[src/rtl/mat_loader.sv]
// rtl/mat_loader.sv - streams host words into op/A/B memory lines, commits the header, then polls for completion
module mat_loader #(
  parameter int unsigned DATA_WIDTH  = 32,
  parameter int unsigned BANDWIDTH   = 4,
  parameter int unsigned ADDR_WIDTH  = 16,
  parameter int unsigned OP_ADDR     = 0,
  parameter int unsigned SCALAR_ADDR = 1,
  parameter int unsigned DATAA_ADDR  = 32'h0100,
  parameter int unsigned DATAB_ADDR  = 32'h4100
) (
  input  logic                            clock,
  input  logic                            reset,
  input  logic                            in_valid,
  output logic                            in_ready,
  input  logic [DATA_WIDTH-1:0]           in_data,
  output logic                            wr_en,
  output logic [1:0]                      wr_sel,
  output logic [ADDR_WIDTH-1:0]           wr_addr,
  output logic [DATA_WIDTH*BANDWIDTH-1:0] wr_data,
  output logic                            rd_en,
  output logic [ADDR_WIDTH-1:0]           rd_addr,
  input  logic [DATA_WIDTH*BANDWIDTH-1:0] rd_data,
  output logic                            busy,
  output logic                            done,
  output logic                            err
);

  localparam int unsigned LINE_W = DATA_WIDTH * BANDWIDTH;
  localparam int unsigned LANE_W = (BANDWIDTH > 1) ? $clog2(BANDWIDTH) : 1;
  localparam logic [LANE_W-1:0] LAST_LANE = LANE_W'(BANDWIDTH - 1);
  localparam logic [3:0] OP_MAT_ADD = 4'd1;

  typedef enum logic [2:0] {
    IDLE, HDR, SCALAR, LOAD_A, LOAD_B, COMMIT, POLL
  } state_t;

  state_t                  state_q, state_d;
  logic [DATA_WIDTH-1:0]   hdr_q, hdr_d;
  logic [15:0]             lines_q, lines_d;
  logic [15:0]             line_idx_q, line_idx_d;
  logic [LANE_W-1:0]       lane_q, lane_d;
  logic [DATA_WIDTH-1:0]   lbuf_q [BANDWIDTH];
  logic [DATA_WIDTH-1:0]   lbuf_d [BANDWIDTH];
  logic                    wr_en_q, wr_en_d;
  logic [1:0]              wr_sel_q, wr_sel_d;
  logic [ADDR_WIDTH-1:0]   wr_addr_q, wr_addr_d;
  logic [LINE_W-1:0]       wr_data_q, wr_data_d;
  logic                    rd_en_q, rd_en_d;
  logic [ADDR_WIDTH-1:0]   rd_addr_q, rd_addr_d;
  logic                    rd_pend_q, rd_pend_d;
  logic                    zero_seen_q, zero_seen_d;
  logic                    busy_q, busy_d;
  logic                    done_q, done_d;
  logic                    err_q, err_d;

  logic [3:0]              hdr_op;
  logic [15:0]             hdr_n;
  logic                    hdr_bad;
  logic [LINE_W-1:0]       full_line;
  logic                    rd_data_unused;

  // Only the op field of the polled line carries status.
  assign rd_data_unused = ^rd_data[LINE_W-1:4];

  always_comb begin
    hdr_op  = in_data[3:0];
    hdr_n   = 16'(in_data[15:8]) * 16'(in_data[23:16]);
    hdr_bad = (hdr_n == 16'd0) || ((hdr_n % 16'(BANDWIDTH)) != 16'd0) ||
              (hdr_op == 4'd0) || (hdr_op > 4'd5);
  end

  // The completing word goes straight into the outgoing line so no bubble is needed.
  always_comb begin
    full_line = '0;
    for (int unsigned k = 0; k < BANDWIDTH; k++) begin
      full_line[k*DATA_WIDTH +: DATA_WIDTH] = (k == BANDWIDTH - 1) ? in_data : lbuf_q[k];
    end
  end

  always_comb begin
    state_d     = state_q;
    hdr_d       = hdr_q;
    lines_d     = lines_q;
    line_idx_d  = line_idx_q;
    lane_d      = lane_q;
    lbuf_d      = lbuf_q;
    wr_en_d     = 1'b0;
    wr_sel_d    = wr_sel_q;
    wr_addr_d   = wr_addr_q;
    wr_data_d   = wr_data_q;
    rd_en_d     = 1'b0;
    rd_addr_d   = rd_addr_q;
    rd_pend_d   = rd_en_q;
    zero_seen_d = 1'b0;
    busy_d      = busy_q;
    done_d      = 1'b0;
    err_d       = 1'b0;
    in_ready    = 1'b0;

    case (state_q)
      IDLE: state_d = HDR;

      HDR: begin
        in_ready = 1'b1;
        if (in_valid) begin
          hdr_d      = in_data;
          lines_d    = hdr_n / 16'(BANDWIDTH);
          line_idx_d = 16'd0;
          lane_d     = '0;
          if (hdr_bad) begin
            err_d = 1'b1;
          end else begin
            busy_d  = 1'b1;
            state_d = (hdr_op == OP_MAT_ADD) ? LOAD_A : SCALAR;
          end
        end
      end

      SCALAR: begin
        in_ready = 1'b1;
        if (in_valid) begin
          wr_en_d                     = 1'b1;
          wr_sel_d                    = 2'd0;
          wr_addr_d                   = ADDR_WIDTH'(SCALAR_ADDR);
          wr_data_d                   = '0;
          wr_data_d[DATA_WIDTH-1:0]   = in_data;
          state_d                     = LOAD_A;
        end
      end

      LOAD_A, LOAD_B: begin
        in_ready = 1'b1;
        if (in_valid) begin
          lbuf_d[lane_q] = in_data;
          if (lane_q == LAST_LANE) begin
            lane_d    = '0;
            wr_en_d   = 1'b1;
            wr_sel_d  = (state_q == LOAD_A) ? 2'd1 : 2'd2;
            wr_addr_d = ((state_q == LOAD_A) ? ADDR_WIDTH'(DATAA_ADDR) : ADDR_WIDTH'(DATAB_ADDR))
                        + ADDR_WIDTH'(line_idx_q);
            wr_data_d = full_line;
            if (line_idx_q == lines_q - 16'd1) begin
              line_idx_d = 16'd0;
              state_d    = (state_q == LOAD_A && hdr_q[3:0] == OP_MAT_ADD) ? LOAD_B : COMMIT;
            end else begin
              line_idx_d = line_idx_q + 16'd1;
            end
          end else begin
            lane_d = lane_q + LANE_W'(1);
          end
        end
      end

      COMMIT: begin
        // Let the final data line go out before the header write that starts the job.
        if (!wr_en_q) begin
          wr_en_d                   = 1'b1;
          wr_sel_d                  = 2'd0;
          wr_addr_d                 = ADDR_WIDTH'(OP_ADDR);
          wr_data_d                 = '0;
          wr_data_d[DATA_WIDTH-1:0] = hdr_q;
          state_d                   = POLL;
        end
      end

      POLL: begin
        if (zero_seen_q) begin
          done_d  = 1'b1;
          busy_d  = 1'b0;
          state_d = HDR;
        end else begin
          rd_en_d     = 1'b1;
          rd_addr_d   = ADDR_WIDTH'(OP_ADDR);
          zero_seen_d = rd_pend_q && (rd_data[3:0] == 4'd0);
        end
      end

      default: state_d = IDLE;
    endcase
  end

  always_ff @(posedge clock or posedge reset) begin
    if (reset) begin
      state_q     <= IDLE;
      hdr_q       <= '0;
      lines_q     <= '0;
      line_idx_q  <= '0;
      lane_q      <= '0;
      for (int unsigned k = 0; k < BANDWIDTH; k++) lbuf_q[k] <= '0;
      wr_en_q     <= 1'b0;
      wr_sel_q    <= '0;
      wr_addr_q   <= '0;
      wr_data_q   <= '0;
      rd_en_q     <= 1'b0;
      rd_addr_q   <= '0;
      rd_pend_q   <= 1'b0;
      zero_seen_q <= 1'b0;
      busy_q      <= 1'b0;
      done_q      <= 1'b0;
      err_q       <= 1'b0;
    end else begin
      state_q     <= state_d;
      hdr_q       <= hdr_d;
      lines_q     <= lines_d;
      line_idx_q  <= line_idx_d;
      lane_q      <= lane_d;
      lbuf_q      <= lbuf_d;
      wr_en_q     <= wr_en_d;
      wr_sel_q    <= wr_sel_d;
      wr_addr_q   <= wr_addr_d;
      wr_data_q   <= wr_data_d;
      rd_en_q     <= rd_en_d;
      rd_addr_q   <= rd_addr_d;
      rd_pend_q   <= rd_pend_d;
      zero_seen_q <= zero_seen_d;
      busy_q      <= busy_d;
      done_q      <= done_d;
      err_q       <= err_d;
    end
  end

  assign wr_en   = wr_en_q;
  assign wr_sel  = wr_sel_q;
  assign wr_addr = wr_addr_q;
  assign wr_data = wr_data_q;
  assign rd_en   = rd_en_q;
  assign rd_addr = rd_addr_q;
  assign busy    = busy_q;
  assign done    = done_q;
  assign err     = err_q;

endmodule
[config.mk]
export PLATFORM = sky130hd
export DESIGN_NAME = mat_loader
export DESIGN_NICKNAME = d
export VERILOG_FILES = /design/src/rtl/mat_loader.sv
export SDC_FILE = /design/constraint.sdc
export NUM_CORES = 1
export LEC_CHECK = 0
export CORE_MARGIN = 4
export CORE_UTILIZATION = 39
export CTS_BUF_LIST = sky130_fd_sc_hd__clkbuf_4
export CTS_CLUSTER_SIZE = 12
export DETAILED_ROUTE_END_ITERATION = 8
export PLACE_DENSITY = 0.66
export SLEW_MARGIN = 15
export SYNTH_ARGS = -nofsm -noshare
export SYNTH_HDL_FRONTEND = slang
export SYNTH_SLANG_ARGS = --single-unit
[constraint.sdc]
create_clock -name clock -period 28.9 [get_ports clock]
set_clock_uncertainty 0.15 [all_clocks]
set_input_delay 5.78 -clock clock [delete_from_list [all_inputs] [get_ports clock]]
set_output_delay 5.78 -clock clock [all_outputs]
set_load 0.02 [all_outputs]
Word-level counts from Yosys, hierarchy flattened
Index checks and enable logic that the tools add are counted.
{ "word_totals": {"register_bits": 348, "latchBits": 0, "wordCells": 127, "ramBits": 0, "inputBits": 163, "mem_bits_ro": 0, "output_inout_bits": 168, "memories": 0} }
{ "classes": {"eq_ne": 18, "n_bitwise": 1, "n_mul": 1, "n_lt_le_gt_ge": 3, "n_mux": 58, "shift": 0, "n_div": 0, "reduce_logical": 23, "addsub": 4} }
{ "op_table": {"columns": ["cell", "count"], "rows": [
  ["$mux W128", 4],
  ["$pmux W128 S3", 1],
  ["$bwmux W128", 1],
  ["$mux W16", 8],
  ["$demux W32 S2", 1],
  ["$pmux W16 S3", 1],
  ["$mux W32", 1],
  ["$pmux W16 S2", 1],
  ["$mux W3", 8],
  ["$mux W1", 19],
  ["$pmux W3 S6", 1],
  ["$add A15 B16 Y16", 1],
  ["$add A16 B1 Y16 const B", 1],
  ["$eq A16 B16 Y1", 1],
  ["$logic_not A16 Y1", 1],
  ["$mul A8 B8 Y16", 1],
  ["$ne A2 B2 Y1 const B", 8],
  ["$reduce_bool A16 Y1", 1],
  ["$mux W15", 1],
  ["$sub A14 B1 Y15 const B", 1],
  ["$mux W2", 7],
  ["$eq A3 B3 Y1 const B", 3],
  ["$eq A4 B1 Y1 const B", 2],
  ["$logic_not A4 Y1", 2],
  ["24 further kinds", 32]
]} }

Longest topological paths before layout
{ "depth": {"word_depth": 8, "mapped_depth": 19, "mapped_depth_nobuf": 17} }

Least setup slack after synthesis
Ideal clock, no wire load.
{ "synth_timing": {"path_type": "in2reg", "start": "input in_data[10]", "end": "register state_q[1]", "n_path_buf": 2, "required_ps": 28619, "slack_ps": 18172, "t_arrival_ps": 10447, "setup_ps": 131, "cell_stages": 17, "path_cell_list": "buf_1 and2_1 fa_1 fa_1 fa_1 inv_1 fa_1 inv_1 ha_1 clkbuf_1 a211o_1 a41oi_1 nor2b_1 or4_1 a2111oi_0 and4_1 o211ai_1"} }
{ "synth_via": {"elab_chain_len": 7} }
{ "synth_rtl": {"columns": ["item", "line", "rtl"], "rows": [
  ["start: declaration", "15", "input logic [DATA_WIDTH-1:0] in_data,"],
  ["$mul A8 B8 Y16", "67", "hdr_n = 16'(in_data[15:8]) * 16'(in_data[23:16]);"],
  ["$logic_not A16 Y1", "68", "hdr_bad = (hdr_n == 16'd0) || ((hdr_n % 16'(BANDWIDTH)) != 16'd0) ||"],
  ["$logic_or A1 B1 Y1 (2 in a row)", "68", null],
  ["$logic_or A1 B1 Y1", "69", "(hdr_op == 4'd0) || (hdr_op > 4'd5);"],
  ["$ne A2 B2 Y1 (no source line)", null, null],
  ["$reduce_and A8 Y1 (no source line)", null, null],
  ["end signal: assignment", "202", "state_q <= state_d;"],
  ["end: declaration", "37", "state_t state_q, state_d;"]
]} }
No other way between the ends.
A chain may end at the register's enable or synchronous reset.

Worst setup path after layout
{ "layout_timing": {"start": "input in_data[9]", "end": "register state_q[1]"} }
{ "layout_via": {"elab_chain_len": 7, "elab_cells_between_ends": 8, "classes_between": "1 x mul; 1 x eq/ne; 6 x reduce/logical"} }
{ "layout_rtl": {"columns": ["item", "line"], "rows": [
  ["$mul A8 B8 Y16 *", "67"],
  ["$logic_not A16 Y1 or $reduce_bool A16 Y1 (tied branches)", "68"],
  ["$logic_or A1 B1 Y1 * (2 in a row)", "68"],
  ["$logic_or A1 B1 Y1 *", "69"],
  ["$ne A2 B2 Y1 (no source line) *", null],
  ["$reduce_and A8 Y1 (no source line) *", null]
]} }
Mark *: on every way between the ends. The rest lies on a longest branch, timed or not.

==> results.cfg <==
[power]
swShare = 0.389
max-vdd-ir-drop_v = 0.0000605
clkPwrFrac = 0.192
internal-power_uw = 1220
cellPowerDensity_nw_per_um2 = 107
sequentialPowerShare = 0.374
pwr-share-comb = 0.434
p_leak_uw = 0.00862
p_total_uw = 2000
power.switching_uw = 778

[timing]
slew-limit-headroom = 0.232
final.period_utilization = 0.383
holdWs_ns = 0.254
hold_viol_final = 0
rsz0062_at_grt = no
setup_viol_count_final = 0
slew_violations = 0
timing.setup.tns_ns = 0
fin_crit_ns = 11.07
tightest_slew_ns = 1.15
fmax_mhz = 90.4
finalWorstSetupSlack_ns = 17.83

[worst_setup_path]
critPathLaunch = in_data[9]
critPathLaunchType = primary input
cp.depth = 16
cp.arrival_ns = 11.53
r2r-end = full_line[82]
crit_family = adder cells
cp.required_ns = 29.36
setup.worst_path.class = in -> reg
regToRegSetupSlack_ns = 24.90
slowest_stage = clkdlybuf4s50_1
path_cells = clkdlybuf4s50_1 -> and2_1 -> fa_1 -> fa_1 -> fa_1 -> inv_1 -> fa_1 -> inv_1 -> ha_1 -> a211o_1 -> a41oi_1 -> nor2b_1 -> or4_1 -> a2111oi_0 -> and4_1 -> o211ai_1
path_max_fanout = 14
reg2reg_from = state_q[1]
rr_worst_depth = 7
worst_setup_path_end_kind = flop
slowest_delay_ns = 0.82
cp_num_buf_inv = 3
path_common_cell = fa_1

[clock_network]
cts_sinks = 316
cts_tree = yes
cts_hold_buf = 0
htreeDepth = 3
cts_setup_buffers = 0
cts-buffers-inserted = 84
cts_resized = 0
cts-root-buf = clkbuf_4
insertion_delay_ns = 0.76
cts.path.max_buffers = 3
path_clk_slew_ns = 0.07

[finish]
fin_util = 0.482
multiInputGateArea_sq_um = 6850
area.growth.synth_to_final_pct = 21.4
final_cell_mix = dfrtp_1 (316), nand2_1 (195), clkdlybuf4s50_1 (190)
fillers = 3548
seqCellArea_sq_um = 7910
finalNetCount = 1838
final_common_cell = dfrtp_1
drive_gt1_frac = 0.151

[hold_path]
hold_class = reg -> reg
hold_path.startpoint = rd_en
hold-path-cell-count = 0
holdPathEnd = rd_pend_q

[placed_design]
place_ws_ns = 17.12
io_buffers = 190
routabilityCongestion = 0.821
dpl.hpwl_um = 26000

[yosys]
syn_inst = 1403
ys_seq_area_frac = 0.513
yosysTopAreaCellShare = 0.513
synth_cell_types = 66
syn_area_per_cell_sq_um = 11.0
async_flop_share = 1.00
yosys.area.top_type = dfrtp_1
netlist_area_sq_um = 15400
ys_seq_elements = 316
ys_top_cells_by_area = dfrtp_1 (51%), mux2_2 (7.0%), a22o_1 (6.3%), nand2_1 (4.8%), fa_1 (4.7%)
ys.warnings.count = 0
synth_top_flop_cell = dfrtp_1
synth_edf_count = 0

[floorplanning]
fp.coreArea_sq_um = 38800
rows = 72
start_util = 0.397
die_x_um = 207
dieArea_sq_um = 42700
io_pins = 331
die_height_um = 207

[global_routing]
grt-ovfl-total = 0
grt_pass1_wl_um = 63000
grt_pass1_vias = 11700
track_usage = 0.184
antenna_found_initial = 2
grt_max_degree = 104

[route]
wl_per_cell_um = 18.2
drc = 0
drt-initial-drc-count = 692
wl_um = 39700
drt_pass1_iterations = 5
ant_nets = 0
num_vias = 11500
viasPerCell = 5.30

[run_status]
status = finished, final reports clean

[job]
maxCapViolations = 0
state kept, by name, indices dropped and copies added, names as in the netlist, 2 cells and up:
signal,count
state_q,3
wr_sel,2
full_line,96
hdr_q,32
line_idx_q,16
lines_q,14
wr_data,128
lane_q,2
wr_addr,16
worst max-delay path by stage:
stage	end	slack, ns
6_report	state_q[1]	17.83
3_3_place_gp	state_q[1]	17.13
3_5_place_dp	state_q[1]	17.12
4_1_cts	state_q[1]	17.92
5_1_grt	state_q[1]	17.64
2_1_floorplan	busy	14.23
power by group through the flow:
stage | Combinational (uW) | Clock (uW) | Sequential, uW
after floorplan | 475 | 0 | 819
after global placement | 855 | 0 | 745
after detailed placement | 870 | 0 | 754
after CTS | 874 | 398 | 748
after global routing | 949 | 423 | 771
final | 868 | 383 | 748
cell usage after synthesis, types with 2 or more instances:
cell,count
dfrtp_1,316
nand2_1,197
a22o_1,111
mux2_2,96
clkbuf_1,81
inv_1,71
nor2_1,66
and2_1,58
ha_1,44
a31oi_1,40
fa_1,36
a22oi_1,32
o21ai_0,23
nand3_1,19
xnor2_1,19
xor2_1,18
buf_4,16
nor3_1,14
a21oi_1,13
buf_1,12
nor4_1,10
and3_1,9
a211oi_1,7
nand4_1,7
o211ai_1,6
o31ai_1,6
a21o_1,5
o22ai_1,5
mux2i_1,4
nor2b_1,4
or2_2,4
or4_1,4
a21boi_0,3
and4_1,3
nand2b_1,3
nand3b_1,3
o21a_1,3
or3_1,3
a2111oi_0,2
a32o_1,2
buf_6,2
nor4b_1,2
worst register-to-register path: cells and delay by family, from the launching register on:
family / cells / cell delay (ns)
DFF: 1 / 0.59
buffers and inverters: 2 / 0.71
and+or+nand+nor: 4 / 1.76
muxes: 1 / 0.66
per-stage QoR:
stage	std cells	instance area [sq um]
5_1_grt	2174	18700
2_1_floorplan	1418	15500
3_5_place_dp	2027	17700
3_3_place_gp	2027	17700
4_1_cts	2171	18700
6_report	2174	18700
per-layer routing:
| metal | vias up | track usage | part of all wire |
|---|---|---|---|
| li1 | 5329 | - | - |
| met1 | 5811 | 0.253 | 0.45 |
| met2 | 324 | 0.290 | 0.47 |
| met3 | 49 | 0.0464 | 0.063 |
| met4 | 0 | 0.0541 | 0.015 |
| met5 | - | 0 | 0 |
logic make-up (layout without fill, tap and decap cells):
kind of cell,after synthesis,after routing,share of synthesized area
muxes,100,100,0.0728
other,1,19,0.000243
xor gates and xnor gates,37,37,0.0210
adders and majority gates,80,80,0.0825
buffers and inverters,182,417,0.0492
and+or+nand+nor,411,411,0.124
DFF,316,316,0.513
AOI/OAI and AO/OA,276,276,0.137
layout make-up:
| class | instances | area share |
|---|---|---|
| timing repair buffer | 202 | 0.106 |
| inverter | 71 | 0.0146 |
| tap | 518 | 0.0346 |
| multi-input combinational | 920 | 0.366 |
| clock buffer | 113 | 0.0454 |
| antenna | 3 | 0.000401 |
| clock inverter | 31 | 0.00977 |
| sequential | 316 | 0.423 |
Note: power is estimated with default switching activity, not from simulation.
==> RTL change 1 (same flow settings) <==
Register the output `err` once more, with the module's reset; this adds one clock of latency there. The other outputs are not delayed to match.
--- a/src/rtl/mat_loader.sv
+++ b/src/rtl/mat_loader.sv
@@ -229,3 +229,9 @@
   assign done    = done_q;
-  assign err     = err_q;
+  always_ff @(posedge clock or posedge reset) begin
+    if (reset) begin
+      err <= '0;
+    end else begin
+      err <= err_q;
+    end
+  end
 
Formal check against the unedited RTL: not equivalent (Yosys sat finds a counterexample within 4 cycles, from zero or initial values and one cycle with reset high).
==> RTL change 1 against the unedited design <==
  * Sequential cell count is 1 higher
  * Total power fell by 0.46%
  * Via count is essentially flat
  * Synthesized area rose by 0.16%
  * Worst setup slack lost 61 ps
  * Routed wire length hardly changed
  * Final area about the same
  * Critical path depth did not move
  * Combinational power hardly changed
  * Critical endpoint is now err_q
  * Largest power group unchanged
==> RTL change 1: results (changes against the unedited design) <==
Run status -> finished, final reports clean
TritonCTS Buffers -> 85 (+1.2%)
Non-clk bufs -> 204 (+0.99%)
Multi-input gate share of total cell area -> 36.6% (about the same)
GR Util All Layers -> 18.5% (+0.074 points)
#FFs+latches synth -> 317 (+0.32%)
Seq area share -> 42.4% (+0.11 points)
Critical Path AT -> 11,650 ps (+120 ps)
Met2 Use GR -> 28.3% (-0.67 points)
Clock group power -> 0.000373 W (-3%)
Sequential group power -> 0.000750 W (about the same)
Routed wl met2 -> 18.2 mm (-3.0%)
First-pass GRT wire length -> 63.0 mm (about the same)
Dpl cell area -> 17,700 um2 (+0.23%)
Syn Inst Count -> 1,404 (+0.071%)
Comb. pwr -> 0.000866 W (about the same)
Fillers -> 3,629 (+2.3%)
Worst-Skew Late Latency -> 780 ps (+20 ps)
Worst Setup SP -> in_data[13]
NumNets Final -> 1,842 (+0.22%)
Largest net degree at the start of global routing -> 106 (+1.9%)
Unique cell type count in the Yosys netlist -> 66 (unchanged)
Final Instance Count excl. Fillers -> 2,178 (+0.18%)
Hold Slack -> 208 ps (-45.6 ps)
Synth cell count leaders -> dfrtp_1, nand2_1, a22o_1
Met1 Track Usage GR -> 25.7% (+0.41 points)
Area growth, synth to finish -> 21.3% (about the same)
Register area share after synthesis -> 51.4% (+0.079 points)
CP endpoint -> err_q
Switching power -> 0.000775 W (-0.38%)
Peak VDD IR -> 0.0000741 V (+22%)
Reg-to-Reg End -> full_line[80]
Leak pwr -> 8.64 nW (+0.23%)
Hold path start -> err_q
Clock buf count -> 121 (+7.1%)
Pre-CTS WS -> 17,040 ps (-75.5 ps)
NonClk Buf Share -> 10.7% (+0.073 points)
Reg2Reg Setup Slack -> 24,930 ps (+30 ps)
Largest cells by area after synthesis -> dfrtp_1, mux2_2, a22o_1, nand2_1, fa_1
Met3 wire length -> 2.36 mm (-5.0%)
Layout cell share with drive strength beyond 1 -> 15.5% (+0.40 points)
Hold Path End -> err
Fmax -> 0.0899 GHz (-0.55%)
Hpwl dp -> 25.8 mm (-0.69%)
DRT iter0 DRCs -> 694 (+0.29%)
Cells after DPL -> 2,030 (+0.15%)
Final WL -> 39.7 mm (about the same)
GPL Wtd Cong -> 0.813 (-0.97%)
Diodes inserted -> 4 (+1)
WL met1 -> 18.1 mm (+1.6%)
## RTL change 1: cell types whose count changed in the layout (fill, tap and decap cells not counted), sizes merged
cell	unedited run	this run
bufinv	2	0
buf	12	14
clkbuf	113	121
inv	73	74
dfrtp	316	317
clkinv	27	20
diode	3	4
## RTL change 1: critical path, stage by stage
cell             delay, ps
clkdlybuf4s50_1        810
and2_1                 390
fa_1                   550
fa_1                   450
fa_1                   540
inv_1                   60
fa_1                   520
inv_1                   40
ha_1                   400
a211o_1                350
a41oi_1                230
nor2b_1                 80
or4_1                  500
a2111oi_0              440
and4_1                 310
o31a_1                 190
## RTL change 1: cell families (layout without fill, tap and decap cells)
kind of cell / after synthesis / count (layout) / synth area share (%)
xor gates and xnor gates: 37 / 37 / 2.10
DFF: 317 / 317 / 51.4
muxes: 100 / 100 / 7.27
and+or+nand+nor: 411 / 411 / 12.4
buffers and inverters: 182 / 419 / 4.91
other: 1 / 20 / 0.0243
adders and majority gates: 80 / 80 / 8.24
AOI/OAI and AO/OA: 276 / 276 / 13.7
==> RTL change 2 (same flow settings) <==
Without the edit above. Change the parameter `BANDWIDTH` from 4 to 2.
--- a/src/rtl/mat_loader.sv
+++ b/src/rtl/mat_loader.sv
@@ -3,3 +3,3 @@
   parameter int unsigned DATA_WIDTH  = 32,
-  parameter int unsigned BANDWIDTH   = 4,
+  parameter int unsigned BANDWIDTH   = 2,
   parameter int unsigned ADDR_WIDTH  = 16,
Ports: changed (resized rd_data and wr_data); port bits go from 331 to 203. The function was not compared with the original's and may differ.
==> RTL change 2 against the unedited design <==
  * Worst setup slack worse by 15 ps
  * Sequential cell count down 128
  * Final area down 34%
  * Largest power group unchanged
  * Synthesized area down 31%
  * Total power down 41%
  * Combinational power down 30%
  * Routed wire length down 38%
  * First-iteration DRC count down 26%
==> RTL change 2: results (changes against the unedited design) <==
Register area share after synthesis -> 44.3% (-7.0 points)
Largest net degree at the start of global routing -> 117 (+13%)
Port Buf Inserts -> 126 (-34%)
TritonCTS Buffers -> 17 (-80%)
Seq pwr share -> 36.3% (-1.1 points)
Mux contribution to synthesized area -> 3.69% (-3.6 points)
WL per Instance -> 16.3 um (-11%)
GR Util All Layers -> 16.6% (-1.8 points)
Sw Share -> 43.8% (+4.9 points)
Pre-antenna DRT Iters -> 6 (+1)
Tightest Pin Transition -> 925 ps (-225 ps)
Post-Syn Area per Cell -> 9.90 um2 (-9.8%)
Post-Synth Adder-Cell Area -> 11.5% (+3.3 points)
Initial antenna violation count -> 1 (-1)
Clk pwr share -> 12.4% (-6.8 points)
Run status -> finished, final reports clean
Total Power -> 0.00119 W (-41%)
Largest cells by area after synthesis -> dfrtp_1, fa_1, a22o_1, nand2_1, ha_1
Longest Clk Path Bufs -> 2 (-1)
Synth cell count leaders -> dfrtp_1, nand2_1, a22o_1
Fin. max-slew vios -> 0 (unchanged)
Max incr delay on CP -> 720 ps (-100 ps)
Critical Path AT -> 11,460 ps (-70 ps)
XOR/XNOR share of the synthesized area -> 4.04% (+1.9 points)
Clk pin slew, worst setup/hold paths -> 160 ps (+90 ps)
Via count -> 7,920 (-31%)
Max reg flops -> 64 (-50%)
Layout cell share with drive strength beyond 1 -> 7.44% (-7.7 points)
First-pass GRT wire length -> 41.3 mm (-35%)
Fillers -> 2,541 (-28%)
Worst-Skew Late Latency -> 580 ps (-180 ps)
DRT iter0 DRCs -> 510 (-26%)
Synth Area in Compound Gates -> 15.5% (+1.9 points)
Pre-CTS WS -> 17,180 ps (+61.9 ps)
H-tree depth -> 4 (+1)
Final WL -> 24.7 mm (-38%)
Peak VDD IR -> 0.0000399 V (-34%)
Unique cell type count in the Yosys netlist -> 64 (-3.0%)
## RTL change 2: cell types whose count changed after synthesis, moves of 23 or more
cell | before | now
a22oi_1 | 32 | 0
clkbuf_1 | 81 | 58
a31oi_1 | 40 | 4
mux2_2 | 96 | 33
a21oi_1 | 13 | 50
o21ai_0 | 23 | 61
a22o_1 | 111 | 80
dfrtp_1 | 316 | 188
## RTL change 2: worst reg2reg max path, cell delays in order, from the launching register on
cell and delay (ps):
dfrtp_1 490, or4_1 600, or3_1 370, nor2_1 140
xnor2_1 140, nand4b_1 170, o41ai_4 600, and2b_1 500
nor2_1 100
## RTL change 2: cell type report
cell class                      instances  area, um2  area share, %
Tap cell                              341        427           3.45
Timing Repair Buffer                  135       1330           10.7
Clock buffer                           17        128           1.03
Inverter                               53        206           1.67
Multi-Input combinational cell        762       5410           43.7
Antenna cell                            1       2.50         0.0202
Clock inverter                         15        170           1.37
Sequential cell                       188       4700           38.0
## RTL change 2: layer usage
| layer | global-route usage, % | wire length (um) | up-vias |
|---|---|---|---|
| li1 | - | - | 3822 |
| met1 | 23.5 | 11700 | 3940 |
| met2 | 26.9 | 11700 | 148 |
| met3 | 2.78 | 1050 | 10 |
| met4 | 3.62 | 177 | 0 |
| met5 | 0 | 0 | - |
## RTL change 2: worst paths after layout
| kind | depth (start not counted) | from | endpoint | slack [ps] |
|---|---|---|---|---|
| max | 17 | in_data[10] | state_q[0] | 17820 |
| min | 0 | rd_en | rd_pend_q | 260 |
| max reg2reg | 8 | lines_q[8] | line_idx_q[7] | 25510 |
| min reg2reg | 0 | rd_en | rd_pend_q | 260 |
| max in group asynchronous | 3 | reset | wr_data[47] | 21530 |
| min in group asynchronous | 2 | reset | wr_addr[5] | 5540 |
